File: src/rtl/counter_prescaler.sv
// Programmable clock-enable generator feeding a wrapping counter's ena input.
// The divisor reloads through a valid/ready handshake and only takes effect at a period boundary.
module counter_prescaler #(
    parameter int WIDTH     = 8,
    parameter int RESET_DIV = 2**WIDTH-1
) (
    input  logic             clk,
    input  logic             rst,
    input  logic             run,
    input  logic             sync,
    input  logic             div_vld,
    output logic             div_rdy,
    input  logic [WIDTH-1:0] div_dat,
    output logic             stb,
    output logic [WIDTH-1:0] phase,
    output logic [WIDTH-1:0] div
);

    localparam logic       IDLE = 1'b0;
    localparam logic       PEND = 1'b1;
    localparam logic [WIDTH-1:0] RST_V = RESET_DIV[WIDTH-1:0];
    localparam logic [WIDTH-1:0] ONE   = {{(WIDTH-1){1'b0}}, 1'b1};

    logic             state;
    logic [WIDTH-1:0] pending;
    logic [WIDTH-1:0] reload;
    logic             tc;
    logic             accept;

    assign reload  = (state == PEND) ? pending : div;
    assign tc      = run && (phase == '0) && !sync;
    assign accept  = div_vld && (state == IDLE);
    assign div_rdy = (state == IDLE);

    always_ff @(posedge clk or negedge rst) begin
        if (!rst) begin
            phase <= RST_V;
            div   <= RST_V;
            stb   <= 1'b0;
        end else if (sync || tc) begin
            phase <= reload;
            if (state == PEND)
                div <= pending;
            stb   <= tc;
        end else if (run) begin
            phase <= phase - ONE;
            stb   <= 1'b0;
        end else begin
            stb   <= 1'b0;
        end
    end

    // A value accepted on a boundary edge waits for the next boundary.
    always_ff @(posedge clk or negedge rst) begin
        if (!rst) begin
            state   <= IDLE;
            pending <= '0;
        end else if (accept) begin
            state   <= PEND;
            pending <= div_dat;
        end else if (sync || tc) begin
            state   <= IDLE;
        end
    end

endmodule

File: config.mk
export PLATFORM = sky130hd
export DESIGN_NAME = counter_prescaler
export DESIGN_NICKNAME = d
export VERILOG_FILES = /design/src/rtl/counter_prescaler.sv
export SDC_FILE = /design/constraint.sdc
export NUM_CORES = 1
export LEC_CHECK = 0
export CAP_MARGIN = 20
export CORE_ASPECT_RATIO = 0.8
export CORE_MARGIN = 3
export CORE_UTILIZATION = 40
export CTS_CLUSTER_DIAMETER = 50
export CTS_CLUSTER_SIZE = 20
export DETAILED_ROUTE_END_ITERATION = 8
export PLACE_DENSITY = 0.67
export SLEW_MARGIN = 20
export SYNTH_ARGS = -nofsm -noshare
export SYNTH_HDL_FRONTEND = slang
export SYNTH_SLANG_ARGS = --single-unit
File: constraint.sdc
create_clock -name clk -period 5.9 [get_ports clk]
set_clock_uncertainty 0.05 [all_clocks]
set_input_delay 0.885 -clock clk [delete_from_list [all_inputs] [get_ports clk]]
set_output_delay 0.885 -clock clk [all_outputs]
set_load 0.05 [all_outputs]
# Word level (Yosys, flattened, before mapping)
# Cells that the tools add are included.
[totals]
reg_bits = 26
in_bits = 13
wordCells = 21
[op_classes]
n_addsub = 1
n_mux = 6
bitwise = 1
reduce_logical = 8
[op_table]
columns = ["cell", "n"]
rows = [
  ["2-to-1 mux 8 bit", 3],
  ["zero test 8 bit", 1],
  ["subtractor 8 x 1 -> 8 bit, second input constant", 1],
  ["nonzero test 2 bit", 2],
  ["logical AND 1 bit", 3],
  ["2-to-1 mux 1 bit", 3],
  ["zero test 1 bit", 1],
  ["logical OR 1 bit", 1],
  ["inverter 1 bit", 1],
]

# Longest topological paths before layout
# Gate-level depths: netlist of the first run.
[depth]
depth_word = 6
mapped_depth = 7

# Worst setup path after synthesis of the first run
# No wires, ideal clock.
[synth_path]
path_kind = "register -> register"
start = "reg phase[0]"
end = "reg div[0]"
setup_time_ns = 0.082
arrival_ns = 2.035
setup_slack_ns = 3.733
stages_incl_launch_ff = 8
cell_sequence = "dfstp_2 -> inv_1 -> ha_1 -> and3b_2 -> a31oi_4 -> nand2b_4 -> buf_6 -> mux2_4"
[synth_between]
elab_chain_cells = 4
[synth_lines]
columns = ["element", "line", "rtl"]
rows = [
  ["start, declared", "15", "output logic [WIDTH-1:0] phase,"],
  ["start signal, assigned", "41", "phase <= reload;"],
  ["start signal, assigned", "46", "phase <= phase - ONE;"],
  ["zero test 8 bit", "31", "assign tc = run && (phase == '0) && !sync;"],
  ["logical AND 1 bit (2 in a row)", "31", ""],
  ["logical OR 1 bit", "40", "end else if (sync || tc) begin"],
  ["end signal, assigned", "43", "div <= pending;"],
  ["end, declared", "16", "output logic [WIDTH-1:0] div"],
]
# Every way passes these cells.
# A chain may end at the register's enable or synchronous reset.

# Final worst setup path of the first run
[layout_path]
start = "reg state"
end = "out div_rdy"
[layout_between]
elab_chain_cells = 1
[layout_lines]
columns = ["element", "line", "rtl"]
rows = [
  ["start, declared", "24", "logic state;"],
  ["start signal, assigned", "56", "state <= IDLE;"],
  ["start signal, assigned", "59", "state <= PEND;"],
  ["start signal, assigned", "62", "state <= IDLE;"],
  ["inverter 1 bit", "33", "assign div_rdy = (state == IDLE);"],
  ["end, declared", "12", "output logic div_rdy,"],
]
# Every way passes these cells.

==> results of run 1 <==
[worst min-delay path by stage]
| stage | start | end | slack (ns) | cells after the start |
|---|---|---|---|---|
| after global routing | div[6]$_DFFE_PN1P_ | div[6]$_DFFE_PN1P_ | 0.47 | 2 |
| after CTS | div[6]$_DFFE_PN1P_ | div[6]$_DFFE_PN1P_ | 0.44 | 2 |
| final | div[6]$_DFFE_PN1P_ | div[6]$_DFFE_PN1P_ | 0.44 | 2 |
| after floorplan | pending[6]$_DFFE_PN0P_ | pending[6]$_DFFE_PN0P_ | 0.43 | 1 |
| after global placement | div[6]$_DFFE_PN1P_ | div[6]$_DFFE_PN1P_ | 0.43 | 2 |
| after detailed placement | div[6]$_DFFE_PN1P_ | div[6]$_DFFE_PN1P_ | 0.43 | 2 |
[metrics by stage]
| stage | total power [mW] | utilization, % | cell area, um2 |
|---|---|---|---|
| after floorplan | 0.629 | - | 1290 |
| after global placement | 0.753 | 55.7 | 1620 |
| after detailed placement | 0.761 | 55.7 | 1620 |
| after CTS | 0.864 | 57.2 | 1670 |
| after global routing | 0.905 | 57.2 | 1670 |
| final | 0.854 | 57.2 | 1670 |
[state kept, by name, summed over array words and instances, names as in the netlist]
name     count
phase        8
div          8
state        1
stb          1
pending      8
[tightest hold or removal path, delay by kind of cell, from the launching register on]
kind,cells,cell delay (ns)
flops,1,0.38
mux,1,0.06
buf+inv,1,0.05
[cells by family (layout without fill, tap and decap cells)]
family                   Yosys count  count (layout)
flip-flops                        26              26
AND/OR/NAND/NOR                   25              25
multiplexers                      19              19
AO/OA/AOI/OAI                     18              18
buffers and inverters              8              39
XOR/XNOR                           5               5
adder cells (fa/ha/maj)            1               1
[where the power goes]
part / switching, mW / total (mW) / internal (mW)
logic: 0.247 / 0.415 / 0.167
clock network: 0.0526 / 0.101 / 0.0483
registers: 0.0660 / 0.338 / 0.273
[placed cells by master (no fill, tap or decap)]
master and count:
xor2_1 4, nand2b_1 1, nand2b_4 1, o21ai_0 3, nor2_1 4, a31oi_1 1
mux2_2 8, mux2i_1 4, nor3_4 1, mux2_4 7, xnor2_1 1, a211oi_1 5
a221oi_1 1, and3b_2 1, clkbuf_1 1, nor2b_1 1, a21oi_1 5, a21o_1 2
nand2_1 7, nor4b_2 1, nor4_1 1, and2_1 5, inv_1 4, ha_1 1
buf_4 1, nand3b_1 2, clkbuf_8 3, dfstp_2 16, a31oi_4 1, dfrtp_1 10
clkdlybuf4s50_1 30
[routing by layer]
metal  track usage (%)  share of wire [%]  up-vias
met5                 0                  0        -
li1                  -                  -      423
met2              20.7                 44       25
met1              18.8                 50      412
met4              4.18               0.38        0
met3              4.29                6.1        2
[area by class of cell]
cell class / count / area, um2 / share of cell area, %
flip-flops and latches: 26 / 671 / 40.2
clock buffers: 4 / 45.0 / 2.70
multi-input cells: 68 / 582 / 34.9
repair buffers: 31 / 308 / 18.5
well taps: 38 / 47.5 / 2.85
inverters: 4 / 15.0 / 0.900
==> results.py, run 1 <==
metrics = {
    "global_routing": {
        "overflow": 0,
        "antenna_found_initial": 0,
        "grt_first_pass_wirelength_mm": 4.22,
        "grt_usage_pct": 13.7,
        "grt_pass1_vias": 864,
        "grt_max_degree": 27,
    },
    "synth": {
        "synth_common_cells": "16 x dfstp_2, 10 x dfrtp_1, 8 x mux2_2",
        "syn_inst": 102,
        "ys_top_cells_by_area": "dfstp_2 32%, dfrtp_1 19%, mux2_4 8.1%",
        "synthMostInstantiatedCell": "dfstp_2",
        "synth.avg_cell_area_um2": 12.7,
        "ys_seq_area_share_pct": 51.8,
        "synth-seq-cells": 26,
        "synthXorXnorAreaFrac_pct": 3.38,
        "syn_nets": 116,
        "synth_top_area_share_pct": 32.5,
        "ys_warn_count": 0,
        "synth_edf_count": 0,
        "synth_top_family_by_area": "multiplexers",
        "yosysUniqueCellTypes": 29,
        "synthArstFlopShare_pct": 100,
        "synth-compound-area-share_pct": 9.96,
        "synth_ff_type": "dfstp_2",
        "yosys.area_share.simple_pct": 12.5,
        "synth_area_leader_cell": "dfstp_2",
        "netlist_area_um2": 1290,
        "synth_mux_area_share_pct": 18.2,
        "synth_fa_ha_area_share_pct": 0.967,
    },
    "setup_path": {
        "r2r_slack_ns": 3.65,
        "critPathBufInv": 2,
        "critical_path.max_fanout": 12,
        "cp_data_arrival_time_ns": 1.91,
        "critPathKind": "register to output port",
        "crit_family": "buffers and inverters",
        "crit_path_start": "state$_DFFE_PN0P_",
        "reg2reg_to": "div[3]$_DFFE_PN1P_",
        "critPathLaunchType": "register",
        "r2r_start": "phase[0]$_DFFE_PN1P_",
        "crit_path_end": "div_rdy",
        "crit_cells": 2,
        "end_kind": "output port",
        "rr_worst_depth": 6,
        "slowest_delay_ns": 0.84,
        "crit_required_ns": 4.97,
        "critPathSlowestCell": "clkdlybuf4s50_1",
        "path_cells": "inv_1 > clkdlybuf4s50_1",
    },
    "sta": {
        "fin_crit_ns": 2.84,
        "whs_ns": 0.436,
        "finalSetupTns_ns": 0,
        "setup_violations": 0,
        "clock.fmax_ghz": 0.352,
        "slew_violations": 0,
        "hold_viol": 0,
        "slew_headroom_pct": 45.2,
        "min_period_over_period_pct": 48.2,
        "rsz0062_at_grt": "false",
        "worst_slack_ns": 3.06,
        "worst_pin_slew_ns": 0.820,
    },
    "drt": {
        "drc": 0,
        "wl_per_cell_um": 13.9,
        "vias_per_cell": 5.04,
        "via_count": 862,
        "dr.pass1.iters": 2,
        "drt.antenna.violating_nets": 0,
        "drtIter0Drc": 9,
        "routed_wl_mm": 2.38,
    },
    "placed_design": {
        "portBuffers": 30,
        "place.gp.congestion": 0.677,
        "pre_cts_slack_ns": 3.01,
        "dp.cells": 167,
        "place_hpwl_mm": 1.79,
    },
    "clock_network": {
        "clock-sinks": 26,
        "cts_hold_buffers": 0,
        "clk_pin_slew_worst_paths_ns": 0.08,
        "cts_root_buffer": "clkbuf_8",
        "cts_resized": 0,
        "clk_latency_ns": 0.27,
        "cts.path.max_buffers": 2,
        "cts_buffers": 3,
        "post_cts_buffers": 0,
        "cts-htree-levels": 1,
        "cts_tree": "built",
    },
    "floorplan": {
        "die_h_um": 56.9,
        "coreArea_um2": 2910,
        "dieArea_um2": 3960,
        "initial_core_util_pct": 44.4,
        "dieWidth_um": 69.6,
        "fp-row-count": 17,
        "num_io_pins": 31,
    },
    "flow_run": {
        "maxCapViolations": 0,
    },
    "outcome": {
        "outcome": "finished clean",
    },
    "final_layout": {
        "fillers": 244,
        "syn2layout_area_growth_pct": 28.9,
        "final_cells": 171,
        "drive_gt1_share_pct": 30.1,
        "nNetsFinal": 148,
        "num_antenna_cells": 0,
    },
    "hold_path": {
        "worst_hold_path_type": "register to register",
    },
    "pwr": {
        "p_leak_nw": 0.692,
        "ir_worst_vdd_v": 0.000316,
        "power.density_nw_per_um2": 512,
    },
}
Note: power is estimated with default switching activity, not from simulation.
==> inputs of run 2 (changes only) <==
==> constraint.sdc (replaced) <==
create_clock -name clk -period 2.81 [get_ports clk]
set_clock_uncertainty 0.05 [all_clocks]
set_input_delay 0.4215 -clock clk [delete_from_list [all_inputs] [get_ports clk]]
set_output_delay 0.4215 -clock clk [all_outputs]
set_load 0.05 [all_outputs]
==> run 2 against run 1 <==
  * Cell area rose by 2.4%
  * Sequential cell count unchanged
  * Routed wire length rose by 7.3%
  * Cell count increased by 2.3%
  * Critical path type unchanged
  * Largest power group unchanged
==> results.py, run 2 (synthesis results as in run 1) <==
metrics = {
    "clock_network": {
        "cts_hold_buffers": 0,
        "cts_tree": "built",
        "clk_latency_ns": 0.27,
        "cts.path.max_buffers": 2,
        "clock-sinks": 26,
        "clk_pin_slew_worst_paths_ns": 0.09,
        "cts_buffers": 3,
        "cts_resized": 0,
        "post_cts_buffers": 0,
        "cts-htree-levels": 1,
        "cts_root_buffer": "clkbuf_8",
    },
    "setup_path": {
        "path_cells": "clkdlybuf4s50_1",
        "crit_family": "buffers and inverters",
        "cp_data_arrival_time_ns": 1.70,
        "critPathSlowestCell": "clkdlybuf4s50_1",
        "crit_required_ns": 2.34,
        "crit_path_start": "phase[3]$_DFFE_PN1P_",
        "critPathKind": "register to output port",
        "critPathLaunchType": "register",
        "critPathBufInv": 1,
        "r2r_start": "phase[0]$_DFFE_PN1P_",
        "end_kind": "output port",
        "slowest_delay_ns": 0.82,
        "critical_path.max_fanout": 5,
    },
    "placed_design": {
        "place_hpwl_mm": 1.93,
        "portBuffers": 30,
        "place.gp.congestion": 0.703,
        "place_area_um2": 1650,
    },
    "global_routing": {
        "overflow": 0,
        "grt_pass1_vias": 950,
        "grt_first_pass_wirelength_mm": 4.42,
        "antenna_found_initial": 0,
        "grt_usage_pct": 14.4,
        "grt_max_degree": 20,
    },
    "pwr": {
        "p_leak_nw": 0.717,
        "ir_worst_vdd_v": 0.000636,
        "p_total_mw": 1.83,
        "power.density_nw_per_um2": 1070,
    },
    "floorplan": {
        "dieWidth_um": 69.6,
        "dieArea_um2": 3960,
        "coreArea_um2": 2910,
        "fp-row-count": 17,
        "die_h_um": 56.9,
        "initial_core_util_pct": 44.4,
        "num_io_pins": 31,
    },
    "hold_path": {
        "hp-start": "div[6]$_DFFE_PN1P_",
        "worst_hold_path_type": "register to register",
    },
    "final_layout": {
        "syn2layout_area_growth_pct": 32.0,
        "reg_top3": "div (8), pending (8), phase (8)",
        "nNetsFinal": 152,
        "layout_common_cells": "30 x clkdlybuf4s50_1, 16 x dfstp_2, 10 x dfrtp_1, 8 x mux2_2",
        "num_antenna_cells": 0,
        "drive_gt1_share_pct": 32.8,
        "stdcell_area_um2": 1710,
        "layout_commonest_cell": "clkdlybuf4s50_1",
    },
    "drt": {
        "vias_per_cell": 5.01,
        "drc": 0,
        "wl_per_cell_um": 14.6,
        "routed_wl_mm": 2.55,
        "drtIter0Drc": 27,
        "drt.antenna.violating_nets": 0,
        "via_count": 877,
        "dr.pass1.iters": 4,
    },
    "sta": {
        "setup_violations": 0,
        "worst_pin_slew_ns": 0.890,
        "clock.fmax_ghz": 0.460,
        "min_period_over_period_pct": 77.4,
        "fin_crit_ns": 2.18,
        "slew_violations": 0,
        "rsz0062_at_grt": "false",
        "hold_viol": 0,
        "slew_headroom_pct": 40.5,
        "finalSetupTns_ns": 0,
    },
    "flow_run": {
        "maxCapViolations": 0,
    },
    "outcome": {
        "outcome": "finished clean",
    },
}
## run 2: per-layer routing
| metal | GRT usage [%] | share of wire, % | vias up |
|---|---|---|---|
| li1 | - | - | 427 |
| met1 | 18.4 | 47 | 420 |
| met2 | 23.6 | 45 | 26 |
| met3 | 4.83 | 6.8 | 4 |
| met4 | 3.34 | 0.63 | 0 |
| met5 | 0 | 0 | - |
## run 2: cell type report
| cell class | instances | area [um2] |
|---|---|---|
| clock buffers | 4 | 55.1 |
| fillers | 242 | 1210 |
| inverters | 4 | 15.0 |
| multi-input cells | 68 | 582 |
| flip-flops and latches | 26 | 671 |
| repair buffers | 35 | 338 |
| well taps | 38 | 47.5 |
## run 2: power breakdown
| part | switching, mW | internal (mW) |
|---|---|---|
| clock | 0.112 | 0.125 |
| sequential | 0.136 | 0.573 |
| combinational | 0.529 | 0.358 |
## run 2: metrics by stage
stage	utilization (%)	hold WS (ns)	worst slack (ns)	std cells
finish	58.6	0.438	0.635	175
global route	58.6	0.454	0.589	175
CTS	58.6	0.446	0.616	175
detailed placement	56.7	0.435	0.584	171
global placement	56.7	0.416	0.645	171
floorplan	-	0.0759	0.643	102
## run 2: final timing paths
| check | endpoint | slack, ns | depth (start not counted) |
|---|---|---|---|
| max in group asynchronous | div[4]$_DFFE_PN1P_ | 1.40 | 2 |
| min in group asynchronous | pending[0]$_DFFE_PN0P_ | 0.60 | 1 |
| worst min register to register | div[6]$_DFFE_PN1P_ | 0.44 | 2 |
| worst max register to register | div[1]$_DFFE_PN1P_ | 0.75 | 6 |
| worst min-delay path | div[6]$_DFFE_PN1P_ | 0.44 | 2 |
| worst max-delay path | phase[3] | 0.63 | 1 |
==> inputs of run 3 (changes only) <==
==> constraint.sdc (replaced) <==
create_clock -name clk -period 2.1 [get_ports clk]
set_clock_uncertainty 0.05 [all_clocks]
set_input_delay 0.315 -clock clk [delete_from_list [all_inputs] [get_ports clk]]
set_output_delay 0.315 -clock clk [all_outputs]
set_load 0.05 [all_outputs]
==> run 3 against run 2 <==
  * Core utilization shrank 1.3 points
  * Worst setup slack got worse by 0.55 ns
  * Total power grew 31%
  * Routed wire length grew 1.4%
  * Sequential power rose by 36%
  * Non-clock buffer count down 2
  * Largest cell class unchanged
  * Sequential cell count stayed put
  * Largest power group unchanged
  * Global-route usage decreased by 0.70 points
  * Cell area decreased by 2.3%
  * Die area did not move
==> results.py, run 3 (synthesis results as in run 1) <==
metrics = {
    "placed_design": {
        "place_area_um2": 1620,
        "portBuffers": 30,
        "place.gp.congestion": 0.717,
        "place_hpwl_mm": 1.92,
    },
    "final_layout": {
        "syn2layout_area_growth_pct": 29.0,
        "drive_gt1_share_pct": 39.3,
        "stdcell_area_um2": 1670,
        "num_antenna_cells": 0,
        "nNetsFinal": 150,
        "reg_top3": "div (8), pending (8), phase (8)",
        "layout_commonest_cell": "clkdlybuf4s50_1",
        "layout_common_cells": "22 x clkdlybuf4s50_1, 15 x dfstp_2, 11 x buf_4, 10 x dfrtp_1, 8 x mux2_2",
        "fin_util_pct": 57.3,
    },
    "setup_path": {
        "cp_data_arrival_time_ns": 1.65,
        "critPathBufInv": 1,
        "critPathSlowestCell": "clkdlybuf4s50_1",
        "slowest_delay_ns": 0.81,
        "crit_family": "buffers and inverters",
        "crit_required_ns": 1.74,
        "critPathLaunchType": "register",
        "critical_path.max_fanout": 5,
        "critPathKind": "register to output port",
        "end_kind": "output port",
        "path_cells": "clkdlybuf4s50_1",
    },
    "clock_network": {
        "cts-htree-levels": 1,
        "cts.path.max_buffers": 2,
        "cts_resized": 0,
        "post_cts_buffers": 0,
        "cts_hold_buffers": 0,
        "clock-sinks": 26,
        "clk_pin_slew_worst_paths_ns": 0.08,
        "clk_latency_ns": 0.26,
        "cts_tree": "built",
        "cts_root_buffer": "clkbuf_8",
        "cts_buffers": 3,
    },
    "global_routing": {
        "antenna_found_initial": 0,
        "grt_pass1_vias": 881,
        "grt_usage_pct": 13.7,
        "grt_max_degree": 27,
        "overflow": 0,
        "grt_first_pass_wirelength_mm": 4.24,
    },
    "sta": {
        "clock.fmax_ghz": 0.497,
        "hold_viol": 0,
        "min_period_over_period_pct": 95.9,
        "slew_violations": 0,
        "slew_headroom_pct": 66.3,
        "finalSetupTns_ns": 0,
        "setup_violations": 0,
        "rsz0062_at_grt": "false",
        "fin_crit_ns": 2.01,
        "worst_pin_slew_ns": 0.506,
    },
    "drt": {
        "vias_per_cell": 5.07,
        "dr.pass1.iters": 4,
        "drtIter0Drc": 22,
        "drc": 0,
        "via_count": 877,
        "routed_wl_mm": 2.59,
        "wl_per_cell_um": 14.9,
        "drt.antenna.violating_nets": 0,
    },
    "floorplan": {
        "initial_core_util_pct": 44.4,
        "dieArea_um2": 3960,
        "coreArea_um2": 2910,
        "fp-row-count": 17,
        "die_h_um": 56.9,
        "dieWidth_um": 69.6,
        "num_io_pins": 31,
    },
    "flow_run": {
        "maxCapViolations": 0,
    },
    "pwr": {
        "power.density_nw_per_um2": 1440,
        "ir_worst_vdd_v": 0.000734,
        "p_leak_nw": 0.705,
    },
    "hold_path": {
        "worst_hold_path_type": "input port to async pin",
    },
    "outcome": {
        "outcome": "finished clean",
    },
}
run 3: cell count changes in the layout (fill, tap and decap cells not counted), moves of 2 or more:
cell,change
inv_2,+2
buf_4,+6
clkdlybuf4s50_1,-8
inv_1,-2
run 3: area by class of cell:
cell class              instances  area, um2
repair buffers                 33        303
multi-input cells              68        584
fillers                       244       1240
flip-flops and latches         26        674
inverters                       4       15.0
clock buffers                   4       45.0
well taps                      38       47.5
run 3: through the flow:
step | cells | hold slack, ns | setup WS (ns) | power, mW
2_1_floorplan | 102 | -0.0306 | 0.0167 | 1.78
3_3_place_gp | 169 | 0.427 | 0.173 | 2.12
3_5_place_dp | 169 | 0.434 | 0.118 | 2.14
4_1_cts | 173 | 0.376 | 0.0773 | 2.44
5_1_grt | 173 | 0.389 | 0.0511 | 2.54
6_report | 173 | 0.369 | 0.0870 | 2.41
run 3: per-layer routing:
layer	up-vias	wire length (um)	GRT usage [%]	part of all wire (%)
met4	0	7	2.79	0.27
met1	420	1310	18.8	51
li1	425	-	-	-
met3	2	168	5.01	6.5
met2	30	1100	20.8	43
met5	-	0	0	0
run 3: power by group:
group	internal (mW)	total [mW]	switching (mW)
Sequential	0.771	0.967	0.196
Clock	0.135	0.280	0.144
Combinational	0.457	1.16	0.704
run 3: path summary, 6_finish.rpt:
path	to	slack (ns)	cells past startpoint	from
min in group clk	div[6]$_DFFE_PN1P_	0.44	2	div[6]$_DFFE_PN1P_
min	pending[2]$_DFFE_PN0P_	0.37	2	rst
max in group asynchronous	div[6]$_DFFE_PN1P_	1.33	2	rst
min reg2reg	div[6]$_DFFE_PN1P_	0.44	2	div[6]$_DFFE_PN1P_
max	phase[2]	0.09	1	phase[2]$_DFFE_PN1P_
max reg2reg	div[2]$_DFFE_PN1P_	0.16	6	phase[0]$_DFFE_PN1P_
